===== config.mk =====
export PLATFORM = sky130hd
export DESIGN_NAME = cw305_reg_batch
export DESIGN_NICKNAME = d
export VERILOG_FILES = /design/src/rtl/cw305_reg_batch.sv
export SDC_FILE = /design/constraint.sdc
export NUM_CORES = 1
export LEC_CHECK = 0
export BUFFER_PORTS_ARGS = -buffer_cell sky130_fd_sc_hd__buf_2
export CELL_PAD_IN_SITES_DETAIL_PLACEMENT = 1
export CELL_PAD_IN_SITES_GLOBAL_PLACEMENT = 1
export CORE_ASPECT_RATIO = 2
export CORE_MARGIN = 2
export CORE_UTILIZATION = 41
export DETAILED_ROUTE_END_ITERATION = 8
export PLACE_DENSITY_LB_ADDON = 0.1
export SYNTH_ARGS = -nofsm -noshare
export SYNTH_HDL_FRONTEND = slang
export SYNTH_SLANG_ARGS = --single-unit

===== constraint.sdc =====
create_clock -name usb_clk -period 3.2 [get_ports usb_clk]
set_input_delay 0.64 -clock usb_clk [delete_from_list [all_inputs] [get_ports usb_clk]]
set_output_delay 0.64 -clock usb_clk [all_outputs]
set_load 0.02 [all_outputs]

===== src/rtl/cw305_reg_batch.sv =====
// Batch-capable register front-end: runs BATCH back-to-back core operations from one GO write.
// Optional ciphertext XOR digest is built only when CW305_BATCH_DIGEST_EN is defined.
module cw305_reg_batch #(
    parameter int          pADDR_WIDTH    = 21,
    parameter int          pBYTECNT_SIZE  = 7,
    parameter int          pPT_WIDTH      = 128,
    parameter int          pCT_WIDTH      = 128,
    parameter int          pKEY_WIDTH     = 128,
    parameter int          pCNT_WIDTH     = 16,
    parameter int          pTIMEOUT_WIDTH = 16,
    parameter logic [7:0]  pIDENTIFY      = 8'h2f
) (
    input  logic                                   usb_clk,
    input  logic                                   reset_i,
    input  logic [pADDR_WIDTH-pBYTECNT_SIZE-1:0]   reg_address,
    input  logic [pBYTECNT_SIZE-1:0]               reg_bytecnt,
    output logic [7:0]                             read_data,
    input  logic [7:0]                             write_data,
    input  logic                                   reg_read,
    input  logic                                   reg_write,
    input  logic                                   reg_addrvalid,
    input  logic [pCT_WIDTH-1:0]                   I_cipherout,
    input  logic                                   I_done,
    output logic [pKEY_WIDTH-1:0]                  O_key,
    output logic [pPT_WIDTH-1:0]                   O_textin,
    output logic                                   O_start,
    output logic                                   O_busy
);

    localparam int AW = pADDR_WIDTH - pBYTECNT_SIZE;
    localparam int W1 = (pPT_WIDTH > pCT_WIDTH) ? pPT_WIDTH : pCT_WIDTH;
    localparam int W2 = (W1 > pKEY_WIDTH) ? W1 : pKEY_WIDTH;
    localparam int W3 = (W2 > pCNT_WIDTH) ? W2 : pCNT_WIDTH;
    localparam int W4 = (W3 > pTIMEOUT_WIDTH) ? W3 : pTIMEOUT_WIDTH;
    localparam int RW = (W4 > 8) ? W4 : 8;

    localparam logic [AW-1:0] A_IDENT   = AW'(0);
    localparam logic [AW-1:0] A_TEXTIN  = AW'(1);
    localparam logic [AW-1:0] A_KEY     = AW'(2);
    localparam logic [AW-1:0] A_CTRL    = AW'(3);
    localparam logic [AW-1:0] A_STATUS  = AW'(4);
    localparam logic [AW-1:0] A_BATCH   = AW'(5);
    localparam logic [AW-1:0] A_DONECNT = AW'(6);
    localparam logic [AW-1:0] A_CIPHER  = AW'(7);
    localparam logic [AW-1:0] A_DIGEST  = AW'(8);
    localparam logic [AW-1:0] A_TIMEOUT = AW'(9);

    typedef enum logic [1:0] {S_IDLE, S_START, S_WAIT, S_CAPTURE} state_t;

    state_t                     state;
    logic [pPT_WIDTH-1:0]       textin;
    logic [pKEY_WIDTH-1:0]      key;
    logic [pCNT_WIDTH-1:0]      batch;
    logic [pCNT_WIDTH-1:0]      donecnt;
    logic [pTIMEOUT_WIDTH-1:0]  timeout_cfg;
    logic [pTIMEOUT_WIDTH-1:0]  tmo_cnt;
    logic [pCT_WIDTH-1:0]       cipherout;
`ifdef CW305_BATCH_DIGEST_EN
    logic [pCT_WIDTH-1:0]       digest;
`endif
    logic                       inc_mode;
    logic                       timeout_flag;
    logic                       aborted_flag;
    logic                       done_r;
    logic                       start_q;
    logic                       busy_q;

    logic                       wr_en;
    logic                       ctrl_wr;
    logic                       go_wr;
    logic                       abort_wr;
    logic                       done_edge;
    logic [31:0]                byte_sh;
    logic [RW-1:0]              rd_word;
    logic [7:0]                 rd_byte;
    logic [pCNT_WIDTH-1:0]      donecnt_nxt;

    // Shifting past the register width drops the byte, so out-of-range bytes are ignored for free.
    function automatic logic [RW-1:0] byte_merge(input logic [RW-1:0] old,
                                                 input logic [7:0] data,
                                                 input logic [31:0] sh);
        byte_merge = (old & ~(RW'(8'hff) << sh)) | (RW'(data) << sh);
    endfunction

    assign wr_en       = reg_write & reg_addrvalid;
    assign ctrl_wr     = wr_en && (reg_address == A_CTRL) && (reg_bytecnt == '0);
    assign go_wr       = ctrl_wr & write_data[0];
    assign abort_wr    = ctrl_wr & write_data[1];
    assign done_edge   = I_done & ~done_r;
    assign byte_sh     = 32'(reg_bytecnt) << 3;
    assign donecnt_nxt = donecnt + pCNT_WIDTH'(1);

    always_comb begin
        rd_word = '0;
        case (reg_address)
            A_IDENT:   rd_word = RW'(pIDENTIFY);
            A_TEXTIN:  rd_word = RW'(textin);
            A_KEY:     rd_word = RW'(key);
            A_STATUS:  rd_word = RW'({aborted_flag, timeout_flag, busy_q});
            A_BATCH:   rd_word = RW'(batch);
            A_DONECNT: rd_word = RW'(donecnt);
            A_CIPHER:  rd_word = RW'(cipherout);
`ifdef CW305_BATCH_DIGEST_EN
            A_DIGEST:  rd_word = RW'(digest);
`endif
            A_TIMEOUT: rd_word = RW'(timeout_cfg);
            default:   rd_word = '0;
        endcase
        rd_byte = 8'(rd_word >> byte_sh);
    end

    always_ff @(posedge usb_clk) begin
        if (reset_i) begin
            state        <= S_IDLE;
            textin       <= '0;
            key          <= '0;
            batch        <= '0;
            donecnt      <= '0;
            timeout_cfg  <= '0;
            tmo_cnt      <= '0;
            cipherout    <= '0;
`ifdef CW305_BATCH_DIGEST_EN
            digest       <= '0;
`endif
            inc_mode     <= 1'b0;
            timeout_flag <= 1'b0;
            aborted_flag <= 1'b0;
            done_r       <= 1'b0;
            start_q      <= 1'b0;
            busy_q       <= 1'b0;
            read_data    <= '0;
        end else begin
            done_r    <= I_done;
            start_q   <= 1'b0;
            read_data <= (reg_read && reg_addrvalid) ? rd_byte : 8'h00;

            // Configuration is frozen while a batch runs.
            if (wr_en && !busy_q) begin
                case (reg_address)
                    A_TEXTIN:  textin      <= pPT_WIDTH'(byte_merge(RW'(textin), write_data, byte_sh));
                    A_KEY:     key         <= pKEY_WIDTH'(byte_merge(RW'(key), write_data, byte_sh));
                    A_BATCH:   batch       <= pCNT_WIDTH'(byte_merge(RW'(batch), write_data, byte_sh));
                    A_TIMEOUT: timeout_cfg <= pTIMEOUT_WIDTH'(byte_merge(RW'(timeout_cfg), write_data, byte_sh));
                    default: ;
                endcase
            end

            if (abort_wr && state != S_IDLE) begin
                state        <= S_IDLE;
                busy_q       <= 1'b0;
                aborted_flag <= 1'b1;
            end else begin
                case (state)
                    S_IDLE: begin
                        if (go_wr) begin
                            donecnt      <= '0;
`ifdef CW305_BATCH_DIGEST_EN
                            digest       <= '0;
`endif
                            timeout_flag <= 1'b0;
                            aborted_flag <= 1'b0;
                            inc_mode     <= write_data[2];
                            if (batch != '0) begin
                                state   <= S_START;
                                start_q <= 1'b1;
                                busy_q  <= 1'b1;
                            end
                        end
                    end
                    S_START: begin
                        tmo_cnt <= timeout_cfg;
                        state   <= S_WAIT;
                    end
                    S_WAIT: begin
                        // Down-counter loaded with TIMEOUT expires on its last WAIT cycle.
                        if (done_edge) begin
                            cipherout <= I_cipherout;
                            state     <= S_CAPTURE;
                        end else if (timeout_cfg != '0 && tmo_cnt == pTIMEOUT_WIDTH'(1)) begin
                            timeout_flag <= 1'b1;
                            state        <= S_IDLE;
                            busy_q       <= 1'b0;
                        end else begin
                            tmo_cnt <= tmo_cnt - pTIMEOUT_WIDTH'(1);
                        end
                    end
                    S_CAPTURE: begin
`ifdef CW305_BATCH_DIGEST_EN
                        digest  <= digest ^ cipherout;
`endif
                        donecnt <= donecnt_nxt;
                        if (inc_mode) textin <= textin + pPT_WIDTH'(1);
                        if (donecnt_nxt == batch) begin
                            state  <= S_IDLE;
                            busy_q <= 1'b0;
                        end else begin
                            state   <= S_START;
                            start_q <= 1'b1;
                        end
                    end
                    default: begin
                        state  <= S_IDLE;
                        busy_q <= 1'b0;
                    end
                endcase
            end
        end
    end

    assign O_key    = key;
    assign O_textin = textin;
    assign O_start  = start_q;
    assign O_busy   = busy_q;

endmodule


==> results_tabular.tex <==
\begin{tabular}{lr}
\hline
Metric & Value \\
\hline
\multicolumn{2}{l}{\textbf{Cells and area}} \\
\quad Combined flip-flop and latch cell area & approximately 9300 um2 \\
\quad Filler cells & 7742 \\
\quad \# nets final & $\sim$4300 \\
\quad Final std cells w/o fill & between 4000 and 5000 \\
\quad Final Util & 0.5456 \\
\quad Area overhead of the layout relative to synthesis & 31.63\% \\
\quad Multi-input gate area & 14940 um2 \\
\quad Final std cell area, no fill & approximately 33000 um2 \\
\quad Fraction of final layout cells with drive strength greater than 1 & 0.2495 \\
\multicolumn{2}{l}{\textbf{Clock network}} \\
\quad Inserted Clock Buffers & 46 \\
\quad Clock latency of the later-clocked register in the worst-skew pair & about 660 ps \\
\quad \# hold bufs at CTS & 0 \\
\quad Clk buf depth & 3 \\
\quad Total number of H-tree levels & 2 \\
\quad Cell at the root of the clock tree & sky130\_fd\_sc\_hd\_\_clkbuf\_16 \\
\quad Clock Sink Count & approximately 460 \\
\quad Clock-pin transition on the worst setup and hold timing paths & approximately 70 ps \\
\quad TritonCTS clock tree & done \\
\multicolumn{2}{l}{\textbf{Power and ir drop}} \\
\quad Sw Ratio & 0.2638 \\
\quad Share of total power in combinational logic & 0.057 \\
\quad Internal power & 9.191 mW \\
\quad Net switching power & 3.293 mW \\
\quad Reg power frac & 0.462 \\
\quad Maximum vdd drop & between 400 and 500 uV \\
\quad Share of total power in the clock network & 0.480 \\
\quad Power density over the cells & around 370 nW/um2 \\
\quad Total chip power & roughly 12 mW \\
\quad Leakage power summed over all cells & 12.53 nW \\
\multicolumn{2}{l}{\textbf{STA}} \\
\quad Final-report max-slew violation count & 0 \\
\quad Worst Max-Slew Pin Slew & about 1200 ps \\
\quad Count of final setup violators & 0 \\
\quad Worst hold margin & approximately 230 ps \\
\quad Unrepaired setup endpoints after global routing & no \\
\quad Fmax & roughly 0.32 GHz \\
\quad Final Cycle Share & 0.9903 \\
\quad Total Negative Setup Slacks & 0 ps \\
\quad Final number of hold-violating endpoints & 0 \\
\quad Clock skew after layout & $\sim$32 ps \\
\quad Final critical-path required period & between 3000 and 4000 ps \\
\quad Worst-case setup margin in the final layout & about 31 ps \\
\quad Headroom to the max-slew limit & 0.2227 \\
\multicolumn{2}{l}{\textbf{Global routing}} \\
\quad Number of antenna violations at the first check in global routing & 15 \\
\quad Wire length of the first global-routing pass & between 200000 and 300000 um \\
\quad GRT overflow & 0 \\
\quad Total global-route track usage & 0.5415 \\
\quad Pin count of the biggest net entering global routing & between 150 and 200 \\
\quad Number of global-route vias before repair & 35728 \\
\multicolumn{2}{l}{\textbf{Setup path}} \\
\quad Type of the worst setup path & in -> reg \\
\quad Crit path cell chain & buf\_2 -> buf\_4 -> nor4\_1 -> buf\_4 -> and4\_2 -> buf\_12 -> a222oi\_1 -> o21a\_1 -> o41ai\_1 -> a32o\_1 \\
\quad Critical path fanouts, max & 8 \\
\quad Critical path data required time & 3780 ps \\
\quad Critical Path Sink Type & flop \\
\quad Top Family by Delay on Critical Path & compound AO/OA/AOI/OAI gates \\
\quad Startpoint Class & input port \\
\quad Critical path's largest stage delay & between 700 and 800 ps \\
\quad Slowest cell on crit path & sky130\_fd\_sc\_hd\_\_o41ai\_1 \\
\quad CP arrival & 3740 ps \\
\quad Total buffers and inverters traversed by the critical path & 4 \\
\quad Most used cell, CP & sky130\_fd\_sc\_hd\_\_buf\_4 \\
\multicolumn{2}{l}{\textbf{Drt}} \\
\quad Average routed wire per standard cell & 35.76 um \\
\quad Number of remaining DRC errors & 1 \\
\quad First-pass iteration count of the detailed router & 9 \\
\quad DR iter-0 viols & approximately 4400 \\
\quad Detail-routed via count per cell & 6.988 \\
\quad Number of antenna-violating nets in the routed design & 0 \\
\quad Total vias in the final route & 34703 \\
\quad Final WL & roughly 180000 um \\
\multicolumn{2}{l}{\textbf{Synthesis}} \\
\quad Leading area contributor after synthesis & sky130\_fd\_sc\_hd\_\_dfxtp\_1 \\
\quad Post-synthesis sequential area ratio & 0.3673 \\
\quad Library cells used by synthesis & 92 \\
\quad Area contributors post-synth & sky130\_fd\_sc\_hd\_\_dfxtp\_1 (37\%), sky130\_fd\_sc\_hd\_\_nand2\_1 (11\%), sky130\_fd\_sc\_hd\_\_a21oi\_1 (8.7\%) \\
\quad Post-Synthesis Cells & 3445 \\
\quad Nets in the synthesized netlist & between 3000 and 4000 \\
\quad Mean post-synth cell area & 7.342 um2 \\
\quad Number of synthesis warnings & 0 \\
\quad Share of synthesized registers carrying an async set or reset & 0 \\
\quad Leading register cell type out of synthesis & sky130\_fd\_sc\_hd\_\_dfxtp\_1 \\
\quad Cell area after synthesis & about 25000 um2 \\
\quad Number of flops mapped to enable cells by yosys & 0 \\
\quad Share of the synthesized area in the top cell type & 0.3673 \\
\quad \#FFs+latches synth & approximately 460 \\
\multicolumn{2}{l}{\textbf{Floorplan}} \\
\quad Chip height & around 360 um \\
\quad Overall die width & between 150 and 200 um \\
\quad Area of the placeable core & roughly 61000 um2 \\
\quad Starting utilization of the core area & 0.4145 \\
\quad Total number of placement rows & 128 \\
\quad Die Area & between 60000 and 70000 um2 \\
\quad Number of top-level design ports & $\sim$430 \\
\multicolumn{2}{l}{\textbf{Placed design}} \\
\quad Placed standard-cell area & about 32000 um2 \\
\quad Estimated wirelength of the detail-placed design & between 100000 and 150000 um \\
\quad Placer's final routability congestion estimate & about 1.1 \\
\quad Count of input and output buffers & 428 \\
\quad Post-placement cell count & around 4900 \\
\quad Setup slack at placement & -328.2 ps \\
\multicolumn{2}{l}{\textbf{Outcome}} \\
\quad Violations in the final reports & DRC \\
\quad Outcome & finished, violations left \\
\multicolumn{2}{l}{\textbf{Job}} \\
\quad Number of max-cap violations & 0 \\
\multicolumn{2}{l}{\textbf{Hold path}} \\
\quad Path category of the worst min-delay check & in -> reg \\
\hline
\end{tabular}
-- synth_stat cells (all sizes together) (9+ instances only) --
cell,count
dfxtp,464
a32oi,10
a21oi,440
nor3,104
inv,38
xnor2,30
clkbuf,226
nor2,235
o21ai,163
a31oi,44
xor2,14
nor4,62
a221oi,23
nand2,737
a222oi,57
nand2b,11
a22o,15
a22oi,65
a21o,9
nand3,110
a311oi,11
and3,53
or3,30
o22ai,21
o2bb2ai,9
and4,30
o211ai,12
nor2b,12
o221ai,16
mux2i,46
or2,9
buf,37
and2,27
nand4,67
or4,21
o21a,10
a211oi,39
-- layout by cell type, fill, tap and decap left out, types with 26 or more instances in the layout --
cell type / Yosys / final
sky130_fd_sc_hd__nand2_1: 737 / 736
sky130_fd_sc_hd__dfxtp_1: 464 / 464
sky130_fd_sc_hd__a21oi_1: 440 / 440
sky130_fd_sc_hd__buf_4: 0 / 435
sky130_fd_sc_hd__buf_2: 25 / 427
sky130_fd_sc_hd__nor2_1: 235 / 234
sky130_fd_sc_hd__o21ai_0: 117 / 117
sky130_fd_sc_hd__nand3_1: 108 / 108
sky130_fd_sc_hd__nor3_1: 97 / 96
sky130_fd_sc_hd__nand4_1: 66 / 66
sky130_fd_sc_hd__a22oi_1: 65 / 65
sky130_fd_sc_hd__a222oi_1: 57 / 57
sky130_fd_sc_hd__nor4_1: 56 / 53
sky130_fd_sc_hd__and3_1: 52 / 52
sky130_fd_sc_hd__mux2i_1: 46 / 46
sky130_fd_sc_hd__o21ai_1: 46 / 46
sky130_fd_sc_hd__clkbuf_16: 0 / 46
sky130_fd_sc_hd__buf_12: 0 / 46
sky130_fd_sc_hd__a31oi_1: 44 / 43
sky130_fd_sc_hd__a211oi_1: 39 / 39
sky130_fd_sc_hd__inv_1: 38 / 38
sky130_fd_sc_hd__xnor2_1: 30 / 30
sky130_fd_sc_hd__or3_1: 29 / 29
sky130_fd_sc_hd__and2_1: 27 / 27
sky130_fd_sc_hd__and4_1: 29 / 26
-- worst reg2reg max path, cell delays in order (launching register included) --
cell and delay (ps):
sky130_fd_sc_hd__dfxtp_1 510, sky130_fd_sc_hd__nor4bb_1 450, sky130_fd_sc_hd__buf_4 230, sky130_fd_sc_hd__nand3_1 250, sky130_fd_sc_hd__nor2_1 180, sky130_fd_sc_hd__buf_4 160, sky130_fd_sc_hd__a21oi_1 80, sky130_fd_sc_hd__a22oi_1 880
sky130_fd_sc_hd__a21oi_1 140
-- flip-flops by register name (all words and copies together), names as in the netlist --
register,count
read_data,8
inc_mode,1
O_key,128
cipherout,128
state,2
O_busy,1
done_r,1
aborted_flag,1
tmo_cnt,16
timeout_cfg,16
batch,16
O_start,1
timeout_flag,1
donecnt,16
O_textin,128
-- logic make-up (layout without fill, tap and decap cells) --
group | count (synthesis) | count (layout) | synth area share
AOI/OAI and AO/OA | 1032 | 1032 | 0.2581
xor gates and xnor gates | 44 | 44 | 0.01524
adders and majority gates | 8 | 8 | 0.003958
buffers and inverters | 302 | 1033 | 0.04606
DFF | 464 | 464 | 0.3673
muxes | 54 | 54 | 0.02177
other | 0 | 10 | 0
and+or+nand+nor | 1541 | 1541 | 0.2876
-- per-layer routing --
layer	GRT usage	wire, um	vias up	part of all wire
met5	0.001509	61	-	0.00034
met4	0.6663	27510	10	0.15
met3	0.1715	18170	1271	0.10
met2	0.8553	79150	2743	0.45
met1	0.5075	52670	16658	0.30
li1	-	-	14021	-
-- path summary, 6_finish.rpt --
kind                    endpoint  slack (ps)             start  cells past startpoint
setup / recovery    read_data[3]          30    reg_address[9]                     10
hold / removal    cipherout[117]         230  I_cipherout[117]                      3
setup reg to reg    O_textin[42]         150            O_busy                      8
hold reg to reg   cipherout[116]         460    cipherout[116]                      2
-- power by group through the flow --
| stage | clock (mW) | sequential, mW | combinational, mW |
|---|---|---|---|
| final | 6.00 | 5.77 | 0.716 |
| after global routing | 6.16 | 5.77 | 0.721 |
| after CTS | 5.93 | 5.77 | 0.670 |
| after detailed placement | 0 | 5.91 | 0.663 |
| after global placement | 0 | 5.91 | 0.650 |
| after floorplan | 0 | 5.91 | 0.279 |
-- what timing repair did --
item / 4_1_cts / 5_1_grt
buffers inserted: 0 / 1
resized for setup: 0 / 2
setup endpoints to repair: 0 / 5
-- final cells by class --
type,count,share of cell area
antenna,10,0.0007517
clock buffer,64,0.04021
clock inverter,21,0.007141
inverter,39,0.004397
multi-input combinational,2679,0.4488
sequential,464,0.2790
tap,780,0.02932
timing repair buffer,909,0.1904
No activity file was read; power rests on OpenSTA's default activity.
